<file path="config.mk">
export PLATFORM = sky130hd
export DESIGN_NAME = rb_addr_responder_flat
export DESIGN_NICKNAME = d
export VERILOG_FILES = /design/src/rtl/rb_addr_responder_if.sv /design/src/rtl/rb_addr_responder.sv /design/src/flat_wrapper.sv
export SDC_FILE = /design/constraint.sdc
export NUM_CORES = 1
export LEC_CHECK = 0
export BUFFER_PORTS_ARGS = -buffer_cell sky130_fd_sc_hd__buf_2
export CORE_AREA = 2 2 86 88
export DETAILED_ROUTE_END_ITERATION = 7
export DIE_AREA = 0 0 88 90
export PLACE_DENSITY = 0.7
export SLEW_MARGIN = 20
export SYNTH_ARGS = -nofsm -noshare
export SYNTH_HDL_FRONTEND = slang
export SYNTH_SLANG_ARGS = --single-unit
</file>
<file path="constraint.sdc">
create_clock -name clk -period 3.5 [get_ports clk]
set_clock_uncertainty 0.05 [all_clocks]
set_input_delay 0.35 -clock clk [delete_from_list [all_inputs] [get_ports clk]]
set_output_delay 0.35 -clock clk [all_outputs]
set_load 0.1 [all_outputs]
</file>
<file path="src/rtl/rb_addr_responder_if.sv">
// Bundle between control_module, the row-buffer address responder and the memories.
// The master drives the step strobes; the slave returns addresses and occupancy status.
interface rb_addr_responder_if #(
    parameter int E_AW = 16,
    parameter int B_AW = 10
);
    logic            start;
    logic            en_e_mem_addr;
    logic            en_w_bram_addr;
    logic            en_r_bram_addr;
    logic [E_AW-1:0] e_mem_addr;
    logic [B_AW-1:0] w_bram_addr;
    logic [B_AW-1:0] r_bram_addr;
    logic [B_AW:0]   count;
    logic            full;
    logic            empty;
    logic            e_done;
    logic            overrun;
    logic            underrun;
    logic            done;

    modport master (
        output start, en_e_mem_addr, en_w_bram_addr, en_r_bram_addr,
        input  e_mem_addr, w_bram_addr, r_bram_addr, count,
        input  full, empty, e_done, overrun, underrun, done
    );

    modport slave (
        input  start, en_e_mem_addr, en_w_bram_addr, en_r_bram_addr,
        output e_mem_addr, w_bram_addr, r_bram_addr, count,
        output full, empty, e_done, overrun, underrun, done
    );
endinterface

</file>
<file path="src/rtl/rb_addr_responder.sv">
// Row-buffer address responder: external read address, circular BRAM write/read
// addresses and occupancy tracking with sticky overrun/underrun flags.
module rb_addr_responder #(
    parameter int IMG_W = 256,
    parameter int IMG_H = 256,
    parameter int K     = 3,
    parameter int E_AW  = 16,
    parameter int B_AW  = 10
) (
    input  logic                clk,
    input  logic                rst,
    rb_addr_responder_if.slave  bus
);
    localparam int              DEPTH   = K * IMG_W;
    localparam logic [B_AW:0]   DEPTH_C = (B_AW+1)'(DEPTH);
    localparam logic [B_AW-1:0] LAST_B  = B_AW'(DEPTH - 1);
    localparam logic [E_AW-1:0] LAST_E  = E_AW'(IMG_W * IMG_H - 1);

    function automatic logic [B_AW-1:0] wrap_inc(input logic [B_AW-1:0] a);
        return (a == LAST_B) ? '0 : a + 1'b1;
    endfunction

    logic [E_AW-1:0] e_addr;
    logic [B_AW-1:0] w_addr;
    logic [B_AW-1:0] r_addr;
    logic [B_AW:0]   cnt;
    logic            e_done_q;
    logic            overrun_q;
    logic            underrun_q;

    logic full_c;
    logic empty_c;
    logic rd_ok;
    logic wr_ok;

    assign full_c  = (cnt == DEPTH_C);
    assign empty_c = (cnt == '0);
    // A read frees a slot in the same cycle, so a write while full still fits.
    assign rd_ok   = bus.en_r_bram_addr & ~empty_c;
    assign wr_ok   = bus.en_w_bram_addr & (~full_c | rd_ok);

    always_ff @(posedge clk or posedge rst) begin
        if (rst) begin
            e_addr     <= '0;
            w_addr     <= '0;
            r_addr     <= '0;
            cnt        <= '0;
            e_done_q   <= 1'b0;
            overrun_q  <= 1'b0;
            underrun_q <= 1'b0;
        end else if (bus.start) begin
            e_addr     <= '0;
            w_addr     <= '0;
            r_addr     <= '0;
            cnt        <= '0;
            e_done_q   <= 1'b0;
            overrun_q  <= 1'b0;
            underrun_q <= 1'b0;
        end else begin
            if (bus.en_e_mem_addr && !e_done_q) begin
                if (e_addr == LAST_E) begin
                    e_done_q <= 1'b1;
                end else begin
                    e_addr <= e_addr + 1'b1;
                end
            end

            if (wr_ok) begin
                w_addr <= wrap_inc(w_addr);
            end else if (bus.en_w_bram_addr) begin
                overrun_q <= 1'b1;
            end

            if (rd_ok) begin
                r_addr <= wrap_inc(r_addr);
            end else if (bus.en_r_bram_addr) begin
                underrun_q <= 1'b1;
            end

            case ({wr_ok, rd_ok})
                2'b10:   cnt <= cnt + 1'b1;
                2'b01:   cnt <= cnt - 1'b1;
                default: cnt <= cnt;
            endcase
        end
    end

    assign bus.e_mem_addr  = e_addr;
    assign bus.w_bram_addr = w_addr;
    assign bus.r_bram_addr = r_addr;
    assign bus.count       = cnt;
    assign bus.full        = full_c;
    assign bus.empty       = empty_c;
    assign bus.e_done      = e_done_q;
    assign bus.overrun     = overrun_q;
    assign bus.underrun    = underrun_q;
    assign bus.done        = e_done_q & empty_c;
endmodule

</file>
<file path="src/flat_wrapper.sv">
// flat-port wrapper written by rule: the top's interface ports become plain ports
module rb_addr_responder_flat 
#(
    parameter int IMG_W = 256,
    parameter int IMG_H = 256,
    parameter int K     = 3,
    parameter int E_AW  = 16,
    parameter int B_AW  = 10
)
  (clk, rst, bus_start, bus_en_e_mem_addr, bus_en_w_bram_addr, bus_en_r_bram_addr, bus_e_mem_addr, bus_w_bram_addr, bus_r_bram_addr, bus_count, bus_full, bus_empty, bus_e_done, bus_overrun, bus_underrun, bus_done);
  rb_addr_responder_if #(.E_AW(E_AW), .B_AW(B_AW)) bus_i ();
  input  logic clk;
  input  logic rst;
  input wire logic [$bits(bus_i.start)-1:0] bus_start;
  input wire logic [$bits(bus_i.en_e_mem_addr)-1:0] bus_en_e_mem_addr;
  input wire logic [$bits(bus_i.en_w_bram_addr)-1:0] bus_en_w_bram_addr;
  input wire logic [$bits(bus_i.en_r_bram_addr)-1:0] bus_en_r_bram_addr;
  output wire logic [$bits(bus_i.e_mem_addr)-1:0] bus_e_mem_addr;
  output wire logic [$bits(bus_i.w_bram_addr)-1:0] bus_w_bram_addr;
  output wire logic [$bits(bus_i.r_bram_addr)-1:0] bus_r_bram_addr;
  output wire logic [$bits(bus_i.count)-1:0] bus_count;
  output wire logic [$bits(bus_i.full)-1:0] bus_full;
  output wire logic [$bits(bus_i.empty)-1:0] bus_empty;
  output wire logic [$bits(bus_i.e_done)-1:0] bus_e_done;
  output wire logic [$bits(bus_i.overrun)-1:0] bus_overrun;
  output wire logic [$bits(bus_i.underrun)-1:0] bus_underrun;
  output wire logic [$bits(bus_i.done)-1:0] bus_done;
  assign bus_i.start = bus_start;
  assign bus_i.en_e_mem_addr = bus_en_e_mem_addr;
  assign bus_i.en_w_bram_addr = bus_en_w_bram_addr;
  assign bus_i.en_r_bram_addr = bus_en_r_bram_addr;
  assign bus_e_mem_addr = bus_i.e_mem_addr;
  assign bus_w_bram_addr = bus_i.w_bram_addr;
  assign bus_r_bram_addr = bus_i.r_bram_addr;
  assign bus_count = bus_i.count;
  assign bus_full = bus_i.full;
  assign bus_empty = bus_i.empty;
  assign bus_e_done = bus_i.e_done;
  assign bus_overrun = bus_i.overrun;
  assign bus_underrun = bus_i.underrun;
  assign bus_done = bus_i.done;
  rb_addr_responder #(.IMG_W(IMG_W), .IMG_H(IMG_H), .K(K), .E_AW(E_AW), .B_AW(B_AW)) u_core (.clk(clk), .rst(rst), .bus(bus_i));
endmodule
</file>
# After elaboration in Yosys (flattened, before gate mapping)
# Index checks and enable logic that the tools add are counted.
# op_classes
add_sub_neg	5
mux	20
eq_ne	9
n_bitwise	6
reduce_logical	14
# ops
operator	n
$mux W10	6
$mux W16	3
$pmux W11 S2	1
$add A10 B1 Y10 const B	2
$eq A10 B10 Y1 const B	2
$add A16 B1 Y16 const B	1
$eq A16 B16 Y1 const B	1
$reduce_bool A2 Y1	6
$add A11 B1 Y11 const B	1
$eq A11 B10 Y1 const B	1
$logic_not A11 Y1	1
$mux W11	1
$sub A11 B1 Y11 const B	1
$mux W1	9
$reduce_and A2 Y1	4
$ne A2 B2 Y1 const B	3
$and A1 B1 Y1	3
$reduce_bool A3 Y1	1
$eq A2 B1 Y1 const B	1
$eq A2 B2 Y1 const B	1
$not A1 Y1	2
$logic_and A1 B1 Y1	1
$logic_not A1 Y1	1
$or A1 B1 Y1	1
# totals
elab_cells	61
output_inout_bits	53
ff_bits	50

# Longest topological paths before layout
# Gate-level depths: netlist (run 1).
# depth
word_depth	8
depth_mapped	12
depth_no_buf	11

# Worst setup path before layout (run 1)
# No wires, ideal clock.
# synth_path
path_kind	register to register
startpoint	register u_core.cnt[5], in the netlist u_core.bus.count[5]
endpoint	register u_core.cnt[9], in the netlist u_core.bus.count[9]
setup_time_ns	0.127
slack_ns	0.104
arrival_ns	3.219
synth_period_minus_slack_ns	3.396
stages_incl_launch_ff	13
t_required_ns	3.323
path_cell_list	dfrtp_1 > nor4_4 > a41oi_2 > nand2b_1 > buf_6 > inv_1 > ha_1 > a211oi_1 > o211ai_1 > nand2_1 > nor3_1 > o31ai_1 > a21oi_1
# synth_between
elab_chain_cells	8
word_cells_on_any_way	14
cone_classes	2 x add/sub; 3 x eq/ne; 2 x mux; 5 x bitwise; 2 x reduce/logical
# synth_rtl
element	line_no	source
start: declaration	rb_addr_responder.sv:26	logic [B_AW:0] cnt;
start signal: assignment	rb_addr_responder.sv:81	2'b10: cnt <= cnt + 1'b1;
start signal: assignment	rb_addr_responder.sv:82	2'b01: cnt <= cnt - 1'b1;
start signal: assignment	rb_addr_responder.sv:83	default: cnt <= cnt;
$logic_not A11 Y1	rb_addr_responder.sv:37	assign empty_c = (cnt == '0);
$not A1 Y1	rb_addr_responder.sv:39	assign rd_ok = bus.en_r_bram_addr & ~empty_c;
$and A1 B1 Y1	rb_addr_responder.sv:39	
$or A1 B1 Y1	rb_addr_responder.sv:40	assign wr_ok = bus.en_w_bram_addr & (~full_c | rd_ok);
$and A1 B1 Y1	rb_addr_responder.sv:40	
$eq A2 B1 Y1 or $eq A2 B2 Y1 (tied branches)	rb_addr_responder.sv:80	case ({wr_ok, rd_ok})
$pmux W11 S2	rb_addr_responder.sv:80	
$mux W11	rb_addr_responder.sv:51	end else if (bus.start) begin
# Several ways; a longest one is shown, not always the timed one.
# A chain may end at the register's enable or synchronous reset.

# Final worst setup path (run 1)
# Ends and elaborated chain as after synthesis.

==> out/qor.txt, run 1 <==
sort of element at the end of the critical path - register
sequential element share of the synthesized area - 41.6%
sequential fraction of design power - 28.8%
NetSw - 1.41 mW
number of antenna violations at the first check in global routing - 0
Synth Cell Area - 3010 µm²
Routed Antenna Nets - 0
number of filler instances in the final layout - 664
via count of the first global-routing pass - 2588
final wirelength - 7190 µm
part of the total power dissipated in the clock network - 14.2%
Core Util, Final - 49.6%
clock tree from TritonCTS - built
number of different library cells in the post-synthesis netlist - 61
wire length of the first global-routing pass - 12500 µm
maximum clock frequency - 322 MHz
Critical Path Source Type - register
area overhead of the layout relative to synthesis - 15.8%
buffers inserted during post-CTS setup optimization - 0
Worst path max stage delay - 0.46 ns
row count - 31
ANT cells - 0
average via count per standard cell - 5.40
Slew @ Worst Pin - 0.878 ns
Critical-path top delay cell - sky130_fd_sc_hd__dfrtp_1
arrival time at the worst endpoint - 3.23 ns
Cell Pwr Density - 747 nW/µm²
share of async-settable or async-resettable flops after synthesis - 100%
leak pwr - 1.67 nW
Int Pwr - 1.19 mW
DRC Markers - 0
CTS Sinks - 50
required time of the critical path - 3.63 ns
root buffer cell - sky130_fd_sc_hd__clkbuf_8
Post-DP HPWL - 5120 µm
kind of path behind the tightest hold check - primary input to asynchronous set/reset pin
latest clock arrival within the worst-skew pair - 0.30 ns
startpoint of the worst setup timing path - u_core.bus.count[5]$_DFFE_PP0P_
count of yosys warnings during synthesis - 0
total number of vias - 2633
1st-iter DRT viols - 134
status - complete, no violations
fin crit share - 88.6%
highest fanout seen on the critical path - 9
max_cap viols - 0
count of final max-slew check failures - 0
number of enable flip-flop cells after synthesis - 0
count of endpoints failing setup in the final report - 0
gp weighted congestion - 0.840
cts bufs inserted - 5
remaining global-route overflow - 0
chip height - 90 µm
worst vdd ir - 0.000756 V
combined area of the multi-input logic cells - 1670 µm²
count of mapped cells out of synthesis - 327
area of the core - 7020 µm²
series of cell instances along the critical path - nor4_4 > a41oi_2 > nand2b_1 > inv_1 > ha_1 > a211oi_1 > o211ai_1 > nand2_1 > nor3_1 > o31ai_1 > a21oi_1
crit path kind - register to register
PortBufs - 58
deepest clock path buffer count - 2
Net Sw Frac - 54.2%
number of optimization iterations in the first detailed-route pass - 4
Reg2Reg Launch Point - u_core.bus.count[5]$_DFFE_PP0P_
share of power burned in combinational logic - 57.0%
CTS-repair resized insts - 0
maximum level of the CTS H-tree - 2
Final Hold Viols - 0
leading register cell type out of synthesis - sky130_fd_sc_hd__dfrtp_1
clock slew seen by the registers of the worst setup and hold paths - 0.10 ns
RSZ-0062 raised after global routing - no
total routing usage reported by global routing - 19.5%
number of synthesized register bits - 50
mean instance size in the synthesized netlist - 9.20 µm²
io pins - 59
register cell area after layout - 1250 µm²
Final nets - 407
DR WL/cell - 14.7 µm
TNS Setup - 0 ns
CTS Hold Buffers Added - 0
full die area - 7920 µm²
Initial Utilization - 42.8%
largest net degree at the start of global routing - 51
worst slew margin relative to its limit - 41.5%
Die X - 88 µm
share of layout cells above drive strength 1 - 22.1%
post-layout min period - 3.10 ns
Synthesized Nets - 346
[layer usage]
layer / vias to the layer above / wire length (µm) / global-route usage, %
met4: 0 / 107 / 6.15
met5: - / 0 / 0
met2: 65 / 3350 / 30.3
met1: 1261 / 3440 / 27.2
li1: 1295 / - / -
met3: 12 / 296 / 3.86
[cell usage in the layout, fill, tap and decap left out, types with 4 or more instances in the layout]
cell,count
sky130_fd_sc_hd__a21oi_1,16
sky130_fd_sc_hd__a31oi_1,4
sky130_fd_sc_hd__and3_1,8
sky130_fd_sc_hd__buf_2,58
sky130_fd_sc_hd__clkbuf_8,6
sky130_fd_sc_hd__dfrtp_1,50
sky130_fd_sc_hd__ha_1,12
sky130_fd_sc_hd__inv_1,8
sky130_fd_sc_hd__nand2_1,30
sky130_fd_sc_hd__nand2b_1,8
sky130_fd_sc_hd__nand3_1,16
sky130_fd_sc_hd__nand4_1,10
sky130_fd_sc_hd__nor2_1,44
sky130_fd_sc_hd__nor3_1,6
sky130_fd_sc_hd__o21ai_0,27
sky130_fd_sc_hd__xnor2_1,12
sky130_fd_sc_hd__xor2_1,14
[critical path: cells and delay by family (launching register included)]
| family | cells | cell delay, ns |
|---|---|---|
| compound gates | 5 | 1.18 |
| fa+ha+maj | 1 | 0.34 |
| buf+inv | 1 | 0.17 |
| flops | 1 | 0.46 |
| simple gates | 4 | 0.79 |
[sequential cells by signal (all words and copies together) (netlist names)]
signal / flops
u_core.bus.e_done: 1
u_core.bus.overrun: 1
u_core.bus.count: 11
u_core.bus.w_bram_addr: 10
u_core.bus.e_mem_addr: 16
u_core.bus.underrun: 1
u_core.bus.r_bram_addr: 10
[Yosys cell counts (3+ instances only)]
cell	number	area share (%)
sky130_fd_sc_hd__a21oi_1	16	2.7
sky130_fd_sc_hd__a31oi_1	4	0.83
sky130_fd_sc_hd__and3_1	8	1.7
sky130_fd_sc_hd__dfrtp_1	50	42
sky130_fd_sc_hd__ha_1	12	5.0
sky130_fd_sc_hd__inv_1	9	1.1
sky130_fd_sc_hd__nand2_1	30	3.7
sky130_fd_sc_hd__nand2b_1	8	1.7
sky130_fd_sc_hd__nand3_1	16	2.7
sky130_fd_sc_hd__nand4_1	10	2.1
sky130_fd_sc_hd__nor2_1	44	5.5
sky130_fd_sc_hd__nor2b_1	3	0.62
sky130_fd_sc_hd__nor3_1	6	1.0
sky130_fd_sc_hd__nor4_1	3	0.62
sky130_fd_sc_hd__o21ai_0	27	4.5
sky130_fd_sc_hd__o31ai_1	3	0.75
sky130_fd_sc_hd__xnor2_1	12	3.5
sky130_fd_sc_hd__xor2_1	14	4.1
[logic make-up after synthesis]
logic type,Yosys count,share of synthesized area (%)
compound gates,75,16.7
fa+ha+maj,13,5.66
buf+inv,16,3.04
xor+xnor,26,7.57
simple gates,147,25.4
flops,50,41.6
[final timing paths]
kind / to / slack [ns] / cells past startpoint
max: u_core.bus.count[9]$_DFFE_PP0P_ / 0.40 / 11
min: u_core.bus.e_mem_addr[12]$_DFFE_PP0P_ / 0.12 / 2
max reg2reg: u_core.bus.count[9]$_DFFE_PP0P_ / 0.40 / 11
min reg2reg: u_core.bus.overrun$_DFFE_PP0P_ / 0.47 / 2
max in group asynchronous: u_core.bus.r_bram_addr[8]$_DFFE_PP0P_ / 2.74 / 2
min in group clk: u_core.bus.e_done$_DFFE_PP0P_ / 0.26 / 3
[layout make-up]
| type | instances | share of cell area, % |
|---|---|---|
| Clock buffer | 7 | 2.48 |
| Clock inverter | 1 | 0.251 |
| Inverter | 9 | 1.01 |
| Multi-Input combinational cell | 261 | 47.8 |
| Sequential cell | 50 | 35.9 |
| Tap cell | 99 | 3.56 |
| Timing Repair Buffer | 61 | 8.98 |
[through the flow]
step	std cells	worst slack, ns	instance area [µm²]	power [mW]	hold slack [ns]
global route	488	0.158	3480	2.76	0.209
global placement	480	0.605	3390	2.21	0.429
CTS	488	0.422	3480	2.62	0.258
detailed placement	480	0.450	3390	2.24	0.441
finish	488	0.398	3480	2.60	0.119
floorplan	327	0.104	3010	2.00	0.450
[power groups by stage]
stage               registers [mW]  clock network, mW  logic (mW)
global route                 0.762              0.410        1.59
detailed placement           0.760                  0        1.48
CTS                          0.749              0.379        1.49
finish                       0.750              0.368        1.48
global placement             0.752                  0        1.46
floorplan                     1.21                  0       0.794
Note: power is estimated with default switching activity, not from simulation.
==> run 2: changes to the inputs <==
--- a/config.mk
+++ b/config.mk
@@ -6,10 +6,11 @@
 export NUM_CORES = 1
 export LEC_CHECK = 0
 export BUFFER_PORTS_ARGS = -buffer_cell sky130_fd_sc_hd__buf_2
-export CORE_AREA = 2 2 86 88
+export CORE_AREA = 2 2 85 87
 export DETAILED_ROUTE_END_ITERATION = 7
-export DIE_AREA = 0 0 88 90
-export PLACE_DENSITY = 0.7
+export DIE_AREA = 0 0 87 89
+export GPL_TIMING_DRIVEN = 0
+export PLACE_DENSITY = 0.71
 export SLEW_MARGIN = 20
 export SYNTH_ARGS = -nofsm -noshare
 export SYNTH_HDL_FRONTEND = slang
==> run 2 against run 1 <==
First-iteration DRC count fell by 9.7%. Sequential cell count did not move. Hold slack got worse by 0.096 ns. Clock-buffer cell count fell by 1. Utilization rose by 2.8 points. Non-clock buffer count rose by 5. Cell count fell by 2.9%. Sequential share of layout area fell by 0.38 points. Largest power group unchanged.
==> out/qor.txt, run 2 (synthesis gave the netlist of run 1 again) <==
worst hold slack across all endpoints - 0.0235 ns (-0.0956 ns)
number of antenna violations at the first check in global routing - 0 (unchanged)
DR WL/cell - 14.3 µm (-2.7%)
Cell Pwr Density - 740 nW/µm² (-0.94%)
maximum level of the CTS H-tree - 2 (unchanged)
deepest clock path buffer count - 2 (unchanged)
root buffer cell - sky130_fd_sc_hd__clkbuf_8
total number of vias - 2668 (+1.3%)
Slew @ Worst Pin - 0.541 ns (-0.337 ns)
share of power burned in combinational logic - 58.4% (+1.4 points)
Routed Antenna Nets - 0 (unchanged)
1st-iter DRT viols - 121 (-9.7%)
commonest non-fill, non-tap cells in the layout - sky130_fd_sc_hd__buf_2 (58), sky130_fd_sc_hd__dfrtp_1 (50), sky130_fd_sc_hd__nor2_1 (44)
leak pwr - 1.70 nW (+1.5%)
TNS Setup - 0 ns (unchanged)
worst reg-to-reg setup slack - 0.24 ns (-0.16 ns)
total routing usage reported by global routing - 18.2% (-1.2 points)
worst setup timing slack at the placement stage - 0.0763 ns (-0.374 ns)
number of optimization iterations in the first detailed-route pass - 4 (unchanged)
Critical Path Source Type - register
Post-DP HPWL - 5070 µm (-0.88%)
post-layout min period - 3.26 ns (+0.157 ns)
status - complete, no violations
sort of element at the end of the critical path - register
Final Hold Viols - 0 (unchanged)
reg2reg end - u_core.bus.count[9]$_DFFE_PP0P_
CTS Hold Buffers Added - 0 (unchanged)
via count of the first global-routing pass - 2426 (-6.3%)
highest metal used - met4
Initial Utilization - 44.8% (+1.9 points)
Register-to-Register Path Depth - 12 (+1)
count of endpoints failing setup in the final report - 0 (unchanged)
Post-Place Cells - 466 (-2.9%)
chip height - 89 µm (-1.1%)
worst vdd ir - 0.000709 V (-6.2%)
clock tree from TritonCTS - built
CTS Sinks - 50 (unchanged)
max reg flops - 16 (unchanged)
DRC Markers - 0 (unchanged)
clock slew seen by the registers of the worst setup and hold paths - 0.10 ns (about the same)
average via count per standard cell - 5.63 (+4.3%)
required time of the critical path - 3.64 ns (about the same)
wire length on met3 - 358 µm (+21%)
io pins - 59 (unchanged)
maximum clock frequency - 307 MHz (-4.8%)
gp weighted congestion - 0.816 (-2.8%)
cts bufs inserted - 5 (unchanged)
crit path kind - register to register
NetSw - 1.40 mW (-0.46%)
crit path setup slack, layout - 0.241 ns (-0.157 ns)
highest fanout seen on the critical path - 10 (+1)
PortBufs - 58 (unchanged)
final wirelength - 6790 µm (-5.5%)
RSZ-0062 raised after global routing - no
arrival time at the worst endpoint - 3.40 ns (+0.17 ns)
sequential fraction of design power - 28.6% (-0.2 points)
latest clock arrival within the worst-skew pair - 0.30 ns (about the same)
number of standard cells in the layout, taps in and fillers out - 474 (-2.9%)
worst slew margin relative to its limit - 63.9% (+22 points)
Final nets - 412 (+1.2%)
row count - 30 (-3.2%)
max_cap viols - 0 (unchanged)
ANT cells - 0 (unchanged)
met2 WL post-DR - 3220 µm (-3.7%)
fin crit share - 93.1% (+4.5 points)
Int Pwr - 1.20 mW (+0.83%)
Die X - 87 µm (-1.1%)
Core Util, Final - 52.4% (+2.8 points)
routed length on met1 - 3160 µm (-8.2%)
part of the total power dissipated in the clock network - 13.0% (-1.2 points)
wire length of the first global-routing pass - 11200 µm (-10%)
most common library cell in the layout ignoring fill and taps - sky130_fd_sc_hd__buf_2
share of layout cells above drive strength 1 - 22.6% (+0.48 points)
area overhead of the layout relative to synthesis - 17.1%
buffers inserted during post-CTS setup optimization - 0 (unchanged)
remaining global-route overflow - 0 (unchanged)
Net Sw Frac - 53.9% (-0.32 points)
Reg2Reg Launch Point - u_core.bus.count[5]$_DFFE_PP0P_
count of final max-slew check failures - 0 (unchanged)
kind of path behind the tightest hold check - primary input to asynchronous set/reset pin
full die area - 7740 µm² (-2.2%)
area of the core - 6720 µm² (-4.3%)
largest net degree at the start of global routing - 28 (-45%)
==> run 2: critical path, stage by stage (launching register included) <==
cell,delay (ns)
sky130_fd_sc_hd__dfrtp_1,0.45
sky130_fd_sc_hd__nor4_4,0.45
sky130_fd_sc_hd__a41oi_4,0.23
sky130_fd_sc_hd__nand2b_1,0.21
sky130_fd_sc_hd__buf_6,0.16
sky130_fd_sc_hd__inv_1,0.18
sky130_fd_sc_hd__ha_1,0.36
sky130_fd_sc_hd__a211oi_2,0.34
sky130_fd_sc_hd__o211ai_1,0.14
sky130_fd_sc_hd__nand2_1,0.14
sky130_fd_sc_hd__nor3_1,0.07
sky130_fd_sc_hd__o31ai_1,0.27
sky130_fd_sc_hd__a21oi_1,0.10
==> run 2: how the worst max path moves through the flow <==
stage | startpoint | end | slack [ns] | cells past startpoint
after floorplan | u_core.bus.count[5]$_DFFE_PP0P_ | u_core.bus.count[9]$_DFFE_PP0P_ | 0.10 | 12
after CTS | u_core.bus.count[5]$_DFFE_PP0P_ | u_core.bus.count[10]$_DFFE_PP0P_ | 0.04 | 12
after detailed placement | u_core.bus.count[5]$_DFFE_PP0P_ | u_core.bus.count[10]$_DFFE_PP0P_ | 0.08 | 12
after global placement | u_core.bus.count[5]$_DFFE_PP0P_ | u_core.bus.count[9]$_DFFE_PP0P_ | 0.10 | 12
after global routing | u_core.bus.count[5]$_DFFE_PP0P_ | u_core.bus.count[10]$_DFFE_PP0P_ | 0.02 | 12
final | u_core.bus.count[5]$_DFFE_PP0P_ | u_core.bus.count[9]$_DFFE_PP0P_ | 0.24 | 12
==> run 2: per-stage QoR <==
step / total power, mW / instance area (µm²)
final: 2.61 / 3520
after global routing: 2.76 / 3520
after CTS: 2.59 / 3500
after detailed placement: 2.25 / 3420
after global placement: 2.23 / 3400
after floorplan: 2.00 / 3010
==> run 2: power by group through the flow <==
stage	clock, mW	sequential [mW]	combinational [mW]
2_1_floorplan	0	1.21	0.794
3_3_place_gp	0	0.753	1.47
3_5_place_dp	0	0.755	1.50
4_1_cts	0.347	0.743	1.50
5_1_grt	0.366	0.755	1.63
6_report	0.338	0.745	1.52
==> run 2: metal layers <==
layer | vias to the layer above | track usage (%)
li1 | 1312 | -
met1 | 1289 | 24.1
met2 | 60 | 30.3
met3 | 7 | 4.43
met4 | 0 | 4.69
met5 | - | 0
==> run 2: layout make-up <==
class                      count  area [µm²]
clock buffer                   6        72.6
timing repair buffer          59         310
tap                           80         100
sequential                    50        1250
fill                         636        3200
buffer                         7        57.6
clock inverter                 2        13.8
multi-input combinational    261        1680
inverter                       9        33.8
==> run 2: repair_timing <==
action	CTS	global route
hold endpoints to repair	0	0
resized for setup	0	5
setup endpoints to repair	0	5
